==> config.mk <==
export PLATFORM = sky130hd
export DESIGN_NAME = axis_tx_frame_arbiter
export DESIGN_NICKNAME = d
export VERILOG_FILES = /design/src/rtl/axis_tx_frame_arbiter.sv
export SDC_FILE = /design/constraint.sdc
export NUM_CORES = 1
export LEC_CHECK = 0
export BUFFER_PORTS_ARGS = -buffer_cell sky130_fd_sc_hd__buf_2
export CAP_MARGIN = 20
export CELL_PAD_IN_SITES_DETAIL_PLACEMENT = 1
export CELL_PAD_IN_SITES_GLOBAL_PLACEMENT = 2
export CORE_ASPECT_RATIO = 0.6
export CORE_MARGIN = 10
export CORE_UTILIZATION = 16
export CTS_CLUSTER_DIAMETER = 120
export DETAILED_ROUTE_END_ITERATION = 16
export PLACE_DENSITY_LB_ADDON = 0.1
export SLEW_MARGIN = 20
export SYNTH_ARGS = -nofsm -noshare
export SYNTH_HDL_FRONTEND = slang
export SYNTH_SLANG_ARGS = --single-unit
==> constraint.sdc <==
create_clock -name aclk -period 4.6 [get_ports aclk]
set_input_delay 0 -clock aclk [delete_from_list [all_inputs] [get_ports aclk]]
set_output_delay 0 -clock aclk [all_outputs]
set_load 0.03 [all_outputs]
==> src/rtl/axis_tx_frame_arbiter.sv <==
// Frame-level round-robin arbiter sharing one AXI-Stream TX path between NUM_PORTS sources.
// Optional per-port frame counters (frame_cnt, stats_clr) are built when AXIS_ARB_STATS_EN is defined.
module axis_tx_frame_arbiter #(
  parameter  int NUM_PORTS  = 3,
  parameter  int DATA_WIDTH = 32,
  localparam int IDX_W      = $clog2(NUM_PORTS)
) (
  input  logic                            aclk,
  input  logic                            aresetn,
  input  logic [NUM_PORTS*DATA_WIDTH-1:0] s_axis_tdata,
  input  logic [NUM_PORTS-1:0]            s_axis_tvalid,
  input  logic [NUM_PORTS-1:0]            s_axis_tlast,
  output logic [NUM_PORTS-1:0]            s_axis_tready,
  output logic [DATA_WIDTH-1:0]           m_axis_tdata,
  output logic                            m_axis_tvalid,
  output logic                            m_axis_tlast,
  input  logic                            m_axis_tready,
  output logic [IDX_W-1:0]                grant_idx,
  output logic                            busy
`ifdef AXIS_ARB_STATS_EN
  ,
  input  logic                            stats_clr,
  output logic [NUM_PORTS*16-1:0]         frame_cnt
`endif
);

  typedef enum logic {IDLE, BURST} state_t;

  state_t           state;
  state_t           state_next;
  logic [IDX_W-1:0] grant_next;
  logic             last_hs;
  int               cand;

  assign last_hs = (state == BURST) && s_axis_tvalid[grant_idx] &&
                   s_axis_tlast[grant_idx] && m_axis_tready;

  always_ff @(posedge aclk) begin
    if (!aresetn) begin
      state     <= IDLE;
      grant_idx <= IDX_W'(NUM_PORTS - 1);
    end else begin
      state     <= state_next;
      grant_idx <= grant_next;
    end
  end

  // Scan from lowest to highest priority so the last hit is the nearest port after grant_idx.
  always_comb begin
    state_next = state;
    grant_next = grant_idx;
    cand       = 0;
    case (state)
      IDLE: begin
        for (int k = NUM_PORTS; k >= 1; k--) begin
          cand = (int'(grant_idx) + k) % NUM_PORTS;
          if (s_axis_tvalid[cand]) begin
            grant_next = IDX_W'(cand);
            state_next = BURST;
          end
        end
      end
      BURST: begin
        if (last_hs) begin
          state_next = IDLE;
        end
      end
      default: state_next = IDLE;
    endcase
  end

  always_comb begin
    m_axis_tdata  = '0;
    m_axis_tvalid = 1'b0;
    m_axis_tlast  = 1'b0;
    s_axis_tready = '0;
    busy          = 1'b0;
    if (state == BURST) begin
      m_axis_tdata             = s_axis_tdata[int'(grant_idx)*DATA_WIDTH +: DATA_WIDTH];
      m_axis_tvalid            = s_axis_tvalid[grant_idx];
      m_axis_tlast             = s_axis_tlast[grant_idx];
      s_axis_tready[grant_idx] = m_axis_tready;
      busy                     = 1'b1;
    end
  end

`ifdef AXIS_ARB_STATS_EN
  logic [15:0] cnt [NUM_PORTS];

  // Clear wins over a coincident end-of-frame increment.
  always_ff @(posedge aclk) begin
    if (!aresetn || stats_clr) begin
      for (int i = 0; i < NUM_PORTS; i++) begin
        cnt[i] <= '0;
      end
    end else if (last_hs) begin
      cnt[grant_idx] <= cnt[grant_idx] + 16'd1;
    end
  end

  for (genvar gi = 0; gi < NUM_PORTS; gi++) begin : g_cnt_out
    assign frame_cnt[gi*16 +: 16] = cnt[gi];
  end
`endif

endmodule

## Word level (Yosys, flattened, before mapping)

Cells that the tools add are included.
Widths: inputs -> output; s select.

| word-level totals | value |
|---|---|
| register bits | 3 |
| output and inout port bits | 40 |
| word-level logic and storage cells | 50 |

| cells by class | value |
|---|---|
| add/subtract/negate cells | 3 |
| divide/modulo/power cells | 3 |
| order comparisons | 5 |
| shift-type cells | 1 |
| mux-type cells | 28 |
| bitwise logic cells | 2 |
| reductions and logical operators | 6 |

Operators with widths:

| kind | number |
|---|---|
| $lt 32x4->1 const B | 3 |
| $mod 32x3->32 const B | 3 |
| $shiftx 96x8->32 | 1 |
| $mux 32 | 1 |
| $mux 1 | 16 |
| $bmux 1 s2 | 5 |
| $add 2x2->3 const B | 2 |
| $mux 2 | 3 |
| $logic_and 1x1->1 | 4 |
| $add 2x1->3 const B | 1 |
| $and 3x3->3 | 1 |
| $lt 2x3->1 const B | 1 |
| $mux 3 | 1 |
| $reduce_bool 3->1 | 1 |
| $demux 1 s2 | 1 |
| $ge 2x1->1 const B | 1 |
| $pmux 1 s2 | 1 |
| $reduce_and 2->1 | 1 |
| $not 1->1 | 1 |

## Logic depth before layout (Yosys ltp)

Gate-level depths: netlist (run 1).

| depth | value |
|---|---|
| word-level depth | 9 |
| mapped depth | 10 |

## Worst setup path before layout (run 1)

No wires, ideal clock.

| path | value |
|---|---|
| path kind | register to register |
| start point | register grant_idx[0] |
| end point | register grant_idx[1] |
| setup time | 0.074 ns |
| arrival | 2.586 ns |
| slack | 1.940 ns |
| cell stages (with the launch flop) | 11 |
| buffers on the path | 3 |
| clock period less this slack | 2.660 ns |
| cells stage by stage | dfxtp_1 buf_2 buf_2 inv_1 ha_1 buf_2 or4b_1 a31oi_1 o21ai_1 and4b_1 a31oi_1 |

| on the way | value |
|---|---|
| word-level cells in the longest chain between the ends | 7 |
| elaborated cells between the ends (all ways) | 20 |
| those cells by class | 3 x add/sub; 3 x div; 12 x mux; 2 x reduce/logical |

RTL lines:

| item | RTL line | text |
|---|---|---|
| from (decl) | 18 | `output logic [IDX_W-1:0] grant_idx,` |
| from (signal assigned) | 41 | `grant_idx <= IDX_W'(NUM_PORTS - 1);` |
| from (signal assigned) | 44 | `grant_idx <= grant_next;` |
| $add 2x2->3 / $add 2x1->3 (equally long branches) | 56 | `cand = (int'(grant_idx) + k) % NUM_PORTS;` |
| $mod 32x3->32 | 56 |  |
| $bmux 1 s2 | 57 | `if (s_axis_tvalid[cand]) begin` |
| $mux 1 (implied by the code) (2 in series) | 57 |  |
| $reduce_bool 3->1 (no line) / $mux 2 (equally long branches) | - |  |
| $reduce_and 2->1 (no line) / $mux 2 (equally long branches) | - |  |

Parallel ways exist; a longest one is shown, timed or not. The select of a mux whose other input is x is not followed.
A chain may end at the register's enable or synchronous reset.

## Final worst setup path (run 1)

| path | value |
|---|---|
| start point | register grant_idx[0] |
| end point | output m_axis_tlast |

| on the way | value |
|---|---|
| word-level cells in the longest chain between the ends | 3 |

RTL lines:

| item | RTL line | text |
|---|---|---|
| $bmux 1 s2 | 81 | `m_axis_tlast = s_axis_tlast[grant_idx];` |
| $mux 1 (implied by the code) | 81 |  |
| $mux 1 | 78 | `if (state == BURST) begin` |
| to (decl) | 16 | `output logic m_axis_tlast,` |

Every way passes these cells. The select of a mux whose other input is x is not followed.

==> metrics.yaml, run 1 <==
status: "finished clean"
min_period_ps: 2457
coreArea_sq_um: 7883
num_rows: 25
cts_inserted_buffers: 3
clockBufferDepth: 2
grt_setup_unrepaired: "false"
postSynthAreaPerCell_sq_um: 6.566
fp.dieW_microns: 136.4
grt_usage: 0.1093
ir_worst_vdd_mv: 0.1489
endpoint_kind: "output port"
grt_pass1_vias: 2103
routabilityCongestion: 0.7470
leakage_nw: 1.166
die_h_microns: 89.82
numPortBuffers: 144
worstPathArrival_ps: 2460
wire_per_inst_microns: 16.10
crit_fanout: 39
fmax_ghz: 0.4070
wirelength_microns: 7082
fillers: 1046
synth_cell_types: 30
r2r_slack_ps: 2160
ys_seq_elements: 3
h-tree-depth: 1
max-cap-violations: 0
ctsResizeCount: 0
start_util: 0.1649
max_slew.worst_pin.slew_ps: 837.3
num_antenna_cells: 0
drive_gt1_frac: 0.4669
cts_tree: "done"
grt_max_degree: 40
worstSkewPairLatency_ps: 220
grt-ovfl-total: 0
hpwl_microns: 5955
cts_setup_buffers: 0
grt_pass1_wl_microns: 11100
period_share: 0.5341
clkSlewWorstSetupHoldPaths_ps: 30
netlist_area_sq_um: 1300
num_vias: 1854
dr.pass1.iters: 4
path_class: "flop to output port"
power_density_nw_per_um2: 556.9
synth_warnings: 0
syn_inst: 198
setup_tns_ps: 0
cts_root_buf: "clkbuf_16"
cts.hold.buffers_added: 0
fp.dieArea_sq_um: 12250
synth_seq_area_share: 0.04620
ant_nets: 0
hold_path.class: "primary input to flop"
clock_skew_ps: 0.4565
syn-num-nets: 308
drc_errors: 0
syn2layout_area_growth_pct: 68.14
final_core_util: 0.2773
relSlewSlack: 0.4393
hold_viol: 0
io_pins: 145
finalSetupViolCount: 0
numClockSinks: 3
routed_via_density: 4.214
drt_iter0_drc: 49
antenna_found_initial: 0
drv_slew: 0
required_ps: 4600
critPathLaunchType: "flop"
nets: 443
-- cells by family after synthesis --
group	share of synthesized area
adder cells (fa/ha/maj)	0.04812
AND/OR/NAND/NOR	0.3330
buffers and inverters	0.07507
AO/OA/AOI/OAI	0.2117
flip-flops	0.04620
multiplexers	0.2859
-- metrics by stage --
step | instances | power, W | instance area (sq um) | hold slack (ps) | setup WS (ps)
after floorplan | 198 | 0.0008074 | 1300 | 106.6 | 1940
after global placement | 436 | 0.001109 | 2107 | 275.9 | 2197
after detailed placement | 436 | 0.001110 | 2107 | 270.8 | 2178
after CTS | 440 | 0.001252 | 2186 | 45.99 | 2045
after global routing | 440 | 0.001352 | 2186 | 65.18 | 1904
final | 440 | 0.001217 | 2186 | 51.64 | 2143
-- per-layer routing --
| layer | global-route usage | vias to the layer above | share of wire |
|---|---|---|---|
| li1 | - | 948 | - |
| met1 | 0.1290 | 805 | 0.45 |
| met2 | 0.1645 | 95 | 0.40 |
| met3 | 0.06667 | 6 | 0.15 |
| met4 | 0.02385 | 0 | 0.0080 |
| met5 | 0 | - | 0 |
-- final cells by class --
| cell class | count | area [sq um] | share of cell area |
|---|---|---|---|
| Sequential cell | 3 | 61.31 | 0.02805 |
| Inverter | 4 | 15.01 | 0.006869 |
| Multi-Input combinational cell | 173 | 1145 | 0.5238 |
| Timing Repair Buffer | 148 | 750.7 | 0.3434 |
| Clock buffer | 4 | 78.83 | 0.03606 |
| Tap cell | 108 | 135.1 | 0.06182 |
-- flip-flops by register name (all words and copies together), names as in the netlist --
signal / cells
grant_idx: 2
state: 1
-- cell usage after synthesis --
library cell  count  area share
mux2i_1          36        0.28
nand2_1          35        0.10
and2_1           34        0.16
o21ai_0          34        0.13
clkbuf_1         11       0.032
buf_2             6       0.023
ha_1              5       0.048
inv_1             4       0.012
and3_1            3       0.014
dfxtp_1           3       0.046
nand2b_1          3       0.014
a21boi_0          2       0.012
a21oi_1           2      0.0077
a31oi_1           2      0.0096
o22ai_1           2      0.0096
o2bb2ai_1         2       0.013
a21o_1            1      0.0058
a32oi_1           1      0.0067
and4b_1           1      0.0077
buf_6             1      0.0087
mux2_2            1      0.0087
nand3_1           1      0.0038
nor2_1            1      0.0029
nor2b_1           1      0.0048
o2111ai_1         1      0.0067
o21a_1            1      0.0058
o21ai_1           1      0.0038
or2b_1            1      0.0058
or3b_2            1      0.0067
or4b_1            1      0.0077
-- placed cells by master, fill, tap and decap left out, drive strengths merged --
cell type	Yosys	final
ha	5	5
nor2b	1	1
o22ai	2	2
and4b	1	1
a21oi	2	2
and3	3	3
and2	34	34
dfxtp	3	3
or4b	1	1
or3b	1	1
buf	7	148
o21ai	35	35
mux2i	36	36
a21o	1	1
nand2	35	35
clkbuf	11	4
mux2	1	1
o21a	1	1
nand2b	3	3
o2bb2ai	2	2
a21boi	2	2
or2b	1	1
inv	4	4
nand3	1	1
o2111ai	1	1
nor2	1	1
a32oi	1	1
a31oi	2	2
-- path summary, 6_finish.rpt --
check | cells past startpoint | startpoint | end
worst max-delay path | 6 | grant_idx[0]$_SDFFE_PN0P_ | m_axis_tlast
worst min register to register | 2 | grant_idx[1]$_SDFFE_PN1P_ | grant_idx[1]$_SDFFE_PN1P_
worst min-delay path | 2 | aresetn | grant_idx[1]$_SDFFE_PN1P_
worst max register to register | 7 | grant_idx[0]$_SDFFE_PN0P_ | grant_idx[1]$_SDFFE_PN1P_
-- report_power, final --
| group | switching, W | internal, W |
|---|---|---|
| Combinational | 0.000653 | 0.000361 |
| Sequential | 0.0000270 | 0.0000379 |
| Clock | 0.0000238 | 0.000114 |
-- worst max-delay path, cell delays in order, from the launching register on --
cell and delay [ps]:
dfxtp_2 300, buf_4 310, nor2b_2 740, buf_4 330, o2bb2ai_1 170, and2_1 160
buf_2 190
Power figures use the tool's default switching activity.
==> inputs of run 2 (changes only) <==
- ABC_AREA: unset -> 1
- CORE_UTILIZATION: 16 -> 11
- clock period: 4.6 -> 1.99 ns (I/O delays scaled with it)
==> run 2 against run 1 <==
Compared with the run above:
- largest power group unchanged
- die area is 29% higher
- cell area hardly changed
- first-iteration DRC count is 6.1% higher
- non-clock buffer count is 5 higher
- critical endpoint is now m_axis_tdata[5]
- clock skew is 1.2 ps higher
- largest cell class unchanged
- wire length is 18% higher
- global-route usage is 1.1 points lower
==> metrics.yaml, run 2 <==
cts_inserted_buffers: 3  # unchanged
fin_ws_ps: 215.7  # -1927 ps
cts_tree: "done"
syn_inst: 257  # +30%
path_class: "flop to output port"
numClockSinks: 3  # unchanged
syn2layout_area_growth_pct: 79.63
largest_register_ffs: 2  # unchanged
instances_no_fill: 536  # +22%
syn-num-nets: 367  # +19%
routed_via_density: 3.966  # -5.9%
synth_top_area_cell: "nor2_1"
hpwl_microns: 7038  # +18%
wirelength_microns: 8345  # +18%
coreArea_sq_um: 10670  # +35%
num_vias: 2126  # +15%
antenna_found_initial: 4  # +4
multi_input_area_sq_um: 1017  # -11%
relSlewSlack: 0.7949  # +0.3556
hold_viol: 0  # unchanged
ant_nets: 0  # unchanged
switchingPower_w: 0.001743  # +150%
internal_power_w: 0.001085  # +110%
cts_root_buf: "clkbuf_16"
period_share: 0.8916
synth-edff-count: 0  # unchanged
synth_flop_cell: "dfxtp_1"
synth_cell_types: 21  # -30%
start_util: 0.1140  # -0.05092
required_ps: 1990  # -2610 ps
leakage_nw: 1.240  # +6.3%
ys_seq_elements: 3  # unchanged
place_inst: 531  # +22%
numPortBuffers: 144  # unchanged
endpoint_kind: "output port"
postSynthAreaPerCell_sq_um: 4.732  # -28%
pre_cts_slack_ps: 283.6  # -1895 ps
grt_pass1_wl_microns: 12590  # +13%
hold_path.class: "primary input to flop"
finalSetupViolCount: 0  # unchanged
regMostFlops: "grant_idx"
fp.dieArea_sq_um: 15800  # +29%
synthTopCellsByCount: "nor2_1, nand2_1, o21ai_0"
max_slew.worst_pin.slew_ps: 304.5  # -532.8 ps
worstPathArrival_ps: 1770  # -690 ps
power_density_nw_per_um2: 1295  # +130%
regArea_sq_um: 62.56  # +2.0%
wire_per_inst_microns: 15.57  # -3.3%
setup_tns_ps: 0  # unchanged
drive_gt1_frac: 0.4268  # -0.04010
min_period_ps: 1774
fp.dieW_microns: 155.7  # +14%
drv_slew: 0  # unchanged
routabilityCongestion: 0.7183  # -3.8%
status: "finished clean"
seqPwrFrac: 0.040  # -0.013
max-cap-violations: 0  # unchanged
grt_setup_unrepaired: "false"
most-common-layout-cells: "buf_2, nor2_1, nand2_1"
synthMostInstantiatedCell: "nor2_1"
power.share.combinational: 0.847  # +0.014
grt_max_degree: 25  # -38%
synth_seq_area_share: 0.04938  # +0.003184
cts.hold.buffers_added: 0  # unchanged
clockPowerShare: 0.113  # about the same
grt_usage: 0.09817  # -0.01115
nets: 507  # +14%
num_rows: 29  # +16%
top_regs: "grant_idx x2, state x1"
grt-ovfl-total: 0  # unchanged
io_pins: 145  # unchanged
crit_fanout: 21  # -46%
drc_errors: 0  # unchanged
die_h_microns: 101.4  # +13%
fmax_ghz: 0.5636
synth.area.top_cells: "nor2_1, nand2_1, o21ai_0, a21oi_1, ha_1"
h-tree-depth: 1  # unchanged
clock_skew_ps: 1.705  # +1.249 ps
clkSlewWorstSetupHoldPaths_ps: 30  # about the same
clockBufferDepth: 2  # unchanged
sw_frac_of_total: 0.6162  # +0.03819
drt_iter0_drc: 52  # +6.1%
critPathLaunchType: "flop"
worstSkewPairLatency_ps: 220  # about the same
grt_pass1_vias: 2233  # +6.2%
final_common_cell: "buf_2"
synth_warnings: 0  # unchanged
ir_worst_vdd_mv: 0.3758  # +150%
yosys.area.top_type_share: 0.2222  # -0.05497
synthArstFlopShare: 0  # unchanged
dr.pass1.iters: 4  # unchanged
fillers: 1427  # +36%
netlist_area_sq_um: 1216  # -6.4%
-- run 2: cell count changes after synthesis, sizes merged, moves of 3 or more --
| cell | before | now |
|---|---|---|
| nand2 | 35 | 63 |
| buf | 7 | 16 |
| and2 | 34 | 0 |
| mux2i | 36 | 0 |
| nand3 | 1 | 14 |
| inv | 4 | 12 |
| and3 | 3 | 0 |
| a21oi | 2 | 33 |
| nand2b | 3 | 0 |
| nor2 | 1 | 73 |
| clkbuf | 11 | 2 |
-- run 2: repair_timing --
item / 4_1_cts / 5_1_grt
gates resized for setup: 0 / 1
setup buffers: 0 / 0
hold endpoints to repair: 0 / 0
endpoints found under the setup margin: 0 / 4
-- run 2: power groups by stage --
stage	Sequential, W	Combinational, W	Clock (W)
2_1_floorplan	0.000147	0.00164	0
3_3_place_gp	0.000113	0.00249	0
3_5_place_dp	0.000116	0.00246	0
4_1_cts	0.000115	0.00247	0.000326
5_1_grt	0.000117	0.00269	0.000334
6_report	0.000114	0.00239	0.000320
-- run 2: final cells by class --
type	instances	share of cell area
antenna	1	0.001145
clock buffer	4	0.03608
multi-input combinational	224	0.4656
timing repair buffer	153	0.3666
inverter	12	0.02234
tap	139	0.07961
sequential	3	0.02864
-- run 2: cell families after synthesis --
| group | count (synthesis) | share of synthesized area |
|---|---|---|
| flops | 3 | 0.04938 |
| buf+inv | 30 | 0.1142 |
| compound gates | 68 | 0.2850 |
| simple gates | 151 | 0.5000 |
| fa+ha+maj | 5 | 0.05144 |
-- run 2: worst paths after layout --
| path | start | to | slack [ps] | depth (start not counted) |
|---|---|---|---|---|
| max reg2reg | grant_idx[1]$_SDFFE_PN1P_ | grant_idx[0]$_SDFFE_PN0P_ | 280 | 9 |
| max | grant_idx[0]$_SDFFE_PN0P_ | m_axis_tdata[5] | 220 | 8 |
| min reg2reg | state$_SDFF_PN0_ | state$_SDFF_PN0_ | 590 | 2 |
| min | aresetn | grant_idx[1]$_SDFFE_PN1P_ | 2 | 2 |
-- run 2: worst max-delay path, cell delays in order, from the launching register on --
cell and delay, ps:
dfxtp_2 320, inv_4 130, buf_4 210, nand2_2 80, clkinv_2 170, buf_12 190, nand2_1 60, a21oi_1 150
buf_2 220
-- run 2: routing by layer --
layer | track usage | vias to the layer above | routed length, microns
met2 | 0.1423 | 90 | 3243
li1 | - | 1113 | -
met5 | 0 | - | 28
met1 | 0.1291 | 911 | 3994
met3 | 0.05628 | 6 | 1072
met4 | 0.004298 | 6 | 6
-- run 2: metrics by stage --
stage            util  hold slack, ps  power, W  instance area, sq um
3_3_place_gp   0.1970           244.3  0.002601                  2102
2_1_floorplan       -           84.70  0.001786                  1217
6_report       0.2048           1.763  0.002828                  2185
4_1_cts        0.2044           3.460  0.002906                  2181
3_5_place_dp   0.1970           233.2  0.002574                  2102
5_1_grt        0.2046           19.57  0.003144                  2182
